$ cat src/rtl/buf_kernel_ctrl.sv
// Kernel-buffer sequencer: loads NKERN kernel beats and NSEL select beats from the DMA
// stream into the buffer write port, then sweeps read addresses for each compute pass.
module buf_kernel_ctrl #(
  parameter int DATALEN = 64,
  parameter int INDXLEN = 6,
  parameter int NKERN   = 512,
  parameter int NSEL    = 128,
  parameter int RDDEPTH = 16
) (
  input  logic               clk,
  input  logic               rstn,
  input  logic               load_start,
  input  logic               pass_start,
  input  logic               s_valid,
  input  logic [DATALEN-1:0] s_data,
  output logic               s_ready,
  output logic               invalid,
  output logic               iskern,
  output logic               issel,
  output logic [DATALEN-1:0] indata,
  input  logic               rd_en,
  output logic [INDXLEN-1:0] outaddr,
  output logic               rd_valid,
  output logic               rd_last,
  output logic               loaded,
  output logic               busy,
  output logic [2:0]         dbg_state
);

  localparam int KW = $clog2(NKERN + 1);
  localparam int SW = $clog2(NSEL + 1);

  typedef enum logic [2:0] {
    S_IDLE   = 3'd0,
    S_LOAD_K = 3'd1,
    S_LOAD_S = 3'd2,
    S_READY  = 3'd3,
    S_READ   = 3'd4
  } state_t;

  state_t               r_state;
  logic [KW-1:0]        r_kcnt;
  logic [SW-1:0]        r_scnt;
  logic [INDXLEN-1:0]   r_acnt;
  logic                 r_s_ready;
  logic                 r_invalid;
  logic                 r_iskern;
  logic                 r_issel;
  logic [DATALEN-1:0]   r_indata;
  logic                 r_rd_valid;
  logic                 r_rd_last;
  logic                 r_loaded;
  logic                 r_busy;
  logic                 w_accept;
  logic                 w_rd_end;

  // Stream handshake: a beat transfers on any rising edge where s_valid && s_ready;
  // s_ready is only high in the two load states, so the source is never drained elsewhere.
  assign w_accept = s_valid && r_s_ready;
  assign w_rd_end = (r_acnt == INDXLEN'(RDDEPTH - 1));

  always_ff @(posedge clk or negedge rstn) begin
    if (!rstn) begin
      r_state    <= S_IDLE;
      r_kcnt     <= '0;
      r_scnt     <= '0;
      r_acnt     <= '0;
      r_s_ready  <= 1'b0;
      r_invalid  <= 1'b0;
      r_iskern   <= 1'b0;
      r_issel    <= 1'b0;
      r_indata   <= '0;
      r_rd_valid <= 1'b0;
      r_rd_last  <= 1'b0;
      r_loaded   <= 1'b0;
      r_busy     <= 1'b0;
    end else begin
      r_invalid  <= 1'b0;
      r_iskern   <= 1'b0;
      r_issel    <= 1'b0;
      r_rd_valid <= 1'b0;
      r_rd_last  <= 1'b0;
      case (r_state)
        S_IDLE: begin
          if (load_start) begin
            r_state   <= S_LOAD_K;
            r_kcnt    <= '0;
            r_scnt    <= '0;
            r_loaded  <= 1'b0;
            r_s_ready <= 1'b1;
            r_busy    <= 1'b1;
          end
        end
        S_LOAD_K: begin
          if (w_accept) begin
            r_invalid <= 1'b1;
            r_iskern  <= 1'b1;
            r_indata  <= s_data;
            r_kcnt    <= r_kcnt + KW'(1);
            if (r_kcnt == KW'(NKERN - 1)) r_state <= S_LOAD_S;
          end
        end
        S_LOAD_S: begin
          if (w_accept) begin
            r_invalid <= 1'b1;
            r_issel   <= 1'b1;
            r_indata  <= s_data;
            r_scnt    <= r_scnt + SW'(1);
            // loaded rises together with the final select write strobe
            if (r_scnt == SW'(NSEL - 1)) begin
              r_state   <= S_READY;
              r_s_ready <= 1'b0;
              r_busy    <= 1'b0;
              r_loaded  <= 1'b1;
            end
          end
        end
        S_READY: begin
          if (load_start) begin
            r_state   <= S_LOAD_K;
            r_kcnt    <= '0;
            r_scnt    <= '0;
            r_loaded  <= 1'b0;
            r_s_ready <= 1'b1;
            r_busy    <= 1'b1;
          end else if (pass_start) begin
            r_state <= S_READ;
            r_acnt  <= '0;
            r_busy  <= 1'b1;
          end
        end
        S_READ: begin
          // The buffer answers one cycle later, so valid/last trail the issued address.
          if (rd_en) begin
            r_rd_valid <= 1'b1;
            r_rd_last  <= w_rd_end;
            if (w_rd_end) begin
              r_state <= S_READY;
              r_acnt  <= '0;
              r_busy  <= 1'b0;
            end else begin
              r_acnt <= r_acnt + INDXLEN'(1);
            end
          end
        end
        default: begin
          r_state   <= S_IDLE;
          r_s_ready <= 1'b0;
          r_busy    <= 1'b0;
        end
      endcase
    end
  end

  assign s_ready   = r_s_ready;
  assign invalid   = r_invalid;
  assign iskern    = r_iskern;
  assign issel     = r_issel;
  assign indata    = r_indata;
  assign outaddr   = r_acnt;
  assign rd_valid  = r_rd_valid;
  assign rd_last   = r_rd_last;
  assign loaded    = r_loaded;
  assign busy      = r_busy;
  assign dbg_state = r_state;

endmodule

$ cat config.mk
export PLATFORM = sky130hd
export DESIGN_NAME = buf_kernel_ctrl
export DESIGN_NICKNAME = d
export VERILOG_FILES = /design/src/rtl/buf_kernel_ctrl.sv
export SDC_FILE = /design/constraint.sdc
export NUM_CORES = 1
export LEC_CHECK = 0
export ABC_AREA = 1
export BUFFER_PORTS_ARGS = -buffer_cell sky130_fd_sc_hd__buf_4
export CAP_MARGIN = 25
export CORE_UTILIZATION = 45
export CTS_BUF_LIST = sky130_fd_sc_hd__clkbuf_4 sky130_fd_sc_hd__clkbuf_8
export DETAILED_ROUTE_END_ITERATION = 8
export PLACE_DENSITY = 0.84
export SLEW_MARGIN = 20
export SYNTH_ARGS = -nofsm -noshare
export SYNTH_HDL_FRONTEND = slang
export SYNTH_SLANG_ARGS = --single-unit
$ cat constraint.sdc
create_clock -name clk -period 3.8 [get_ports clk]
set_input_delay 0.76 -clock clk [delete_from_list [all_inputs] [get_ports clk]]
set_output_delay 0.76 -clock clk [all_outputs]
set_load 0.01 [all_outputs]
==> results.yml <==
run_status:
  status: "completed"
drt:
  drt_wl_total_microns: 10400
  drtIter0Drc: 165
  wl_per_cell_microns: 12.8
  ant_nets: 0
  routed_via_density: 4.76
  drcViolationCount: 0
  vias: 3835
  firstDrtPassIters: 4
timing:
  holdWs_ns: 0.384
  tightestPinTransition_ns: 0.626
  period_minus_slack_ns: 1.79
  rsz0062_at_grt: "no"
  hold_viol_final: 0
  min_period_over_period: 0.472
  fin_ws_ns: 2.01
  slew_violations: 0
  fin_tns_setup_ns: 0
  setup_viol: 0
  timing.fmax_mhz: 557
  slew_headroom: 0.580
  fin_skew_ns: 0.0206
grt:
  grt.overflow.total: 0
  grt_max_degree: 66
  antenna_found_initial: 0
  grtUsageTotal: 0.212
  grt_pass1_vias: 3642
  grt_first_pass_wirelength_microns: 16900
critical_path:
  worstSetupEndpointType: "output port"
  cpPeakStageDelay_ns: 0.51
  reg2reg_slack_ns: 2.05
  crit_chain: "buf_4"
  start_kind: "flop"
  crit_arrival_ns: 1.03
  critPathBufInv: 1
  r2r_end: "indata[42]"
  critPathMaxFanout: 6
  crit_type: "flop to output port"
  cpLargestDelayFamily: "flip-flops"
  required_ns: 3.04
  reg2regPathDepth: 7
  worst_r2r_startpoint: "dbg_state[2]"
  crit_slowest_cell: "dfrtp_1"
finish:
  final_common_cell: "nand2_1"
  final_net_count: 745
  final_cell_mix: "nand2_1, buf_4, dfrtp_1"
  layout-drive-gt1-share: 0.282
  synthToLayoutAreaGrowth_pct: 32.2
  insertedDiodeCount: 0
pwr:
  pwr_density_cell_nw_per_um2: 715
  vdd_drop_max_mv: 0.375
  p_total_mw: 4.09
  p_leak_nw: 3.20
clock_tree:
  cts_resized: 0
  cts_hold_buf: 0
  cts_tree: "done"
  clkSinkCount: 99
  clk_latency_ns: 0.36
  clkTransAtPathRegs_ns: 0.11
  cts.path.max_buffers: 2
  cts_max_level: 3
  cts-root-buf: "clkbuf_8"
  cts_setup_buffers: 0
  cts_buffers: 9
synth:
  syn_inst: 524
  mappedNetlistNets: 597
  yosys_warnings: 0
  synth.avg_cell_area_sq_um: 8.27
  yosys_register_bits: 99
  syn_area_sq_um: 4330
  yosys.area_share.simple: 0.316
  yosysSeqAreaShare: 0.572
  synth_fa_ha_area_frac: 0.00867
  muxShareOfSynthArea: 0
  synthDistinctLibCells: 26
  synth_compound_area_frac: 0.0373
  synth_top_family_by_area: "simple AND/OR/NAND/NOR gates"
  synth_xor_area_frac: 0.00607
job:
  drv_cap: 0
floorplanning:
  die_h_microns: 100
  rows: 35
  fp.dieW_microns: 100
  die_area_sq_um: 10000
  initial_core_util: 0.467
  core_sq_um: 9280
  ios: 151
place:
  hpwl_microns: 7520
  post-place-ws_ns: 1.60
  portBuffers: 150
  gp_congestion: 0.826
worst_hold_path:
  min_path_type: "input pin to asynchronous set/reset pin"
registers in the layout, indices dropped and copies added, names as in the netlist, 3 cells and up:
name,cells
dbg_state,3
indata,64
outaddr,6
r_kcnt,10
r_scnt,8
per-stage QoR:
step | utilization | std cells | instance area (sq um)
after floorplan | - | 524 | 4330
after global placement | 0.595 | 789 | 5520
after detailed placement | 0.595 | 789 | 5520
after CTS | 0.615 | 805 | 5710
after global routing | 0.617 | 806 | 5730
final | 0.617 | 806 | 5730
cell families (layout without fill, tap and decap cells):
logic type               count (synthesis)  count (layout)
buffers and inverters                   53             206
flip-flops                              99              99
AND/OR/NAND/NOR                        337             337
XOR/XNOR                                 3               3
adder cells (fa/ha/maj)                  3               3
AO/OA/AOI/OAI                           29              29
final cells by class:
| class | count | area, sq um |
|---|---|---|
| repair buffers | 154 | 1170 |
| inverters | 36 | 135 |
| clock buffers | 10 | 131 |
| multi-input cells | 372 | 1600 |
| fillers | 826 | 3560 |
| well taps | 129 | 161 |
| flip-flops and latches | 99 | 2480 |
| clock inverters | 6 | 55.1 |
routing by layer:
layer	share of wire	vias up	global-route usage
li1	-	1908	-
met1	0.44	1785	0.277
met2	0.48	130	0.354
met3	0.064	12	0.0487
met4	0.017	0	0.0658
met5	0	-	0
cell usage after synthesis:
master	instances	area [sq um]
nand2_1	261	980
dfrtp_1	99	2480
inv_1	32	120
nor2_1	31	116
nand3_1	25	125
a21oi_1	12	60.1
o21ai_0	10	50.1
buf_4	8	60.1
buf_2	6	30.0
inv_2	4	15.0
nor2_2	4	25.0
nor3_1	4	20.0
a21oi_2	3	26.3
buf_6	3	33.8
ha_1	3	37.5
nand2_4	3	33.8
nand2_2	2	12.5
nand3_2	2	20.0
nand4_1	2	12.5
o21ai_1	2	10.0
o31ai_1	2	15.0
xor2_1	2	17.5
nand3b_1	1	7.51
nor2_4	1	11.3
or2_2	1	6.26
xnor2_1	1	8.76
power by group:
group	internal [mW]	switching [mW]	total, mW
clock	0.259	0.376	0.635
combinational	0.784	0.986	1.77
sequential	1.44	0.247	1.69
how the worst max path moves through the flow:
| stage | depth (start not counted) | slack [ns] | from | end |
|---|---|---|---|---|
| floorplan | 7 | 2.24 | s_valid | r_scnt[4] |
| global placement | 7 | 1.60 | s_valid | indata[5] |
| detailed placement | 7 | 1.60 | s_valid | indata[9] |
| CTS | 7 | 1.79 | dbg_state[2] | indata[9] |
| global route | 8 | 1.89 | dbg_state[2] | indata[33] |
| finish | 1 | 2.01 | dbg_state[2] | dbg_state[2] |
Power figures use the tool's default switching activity.
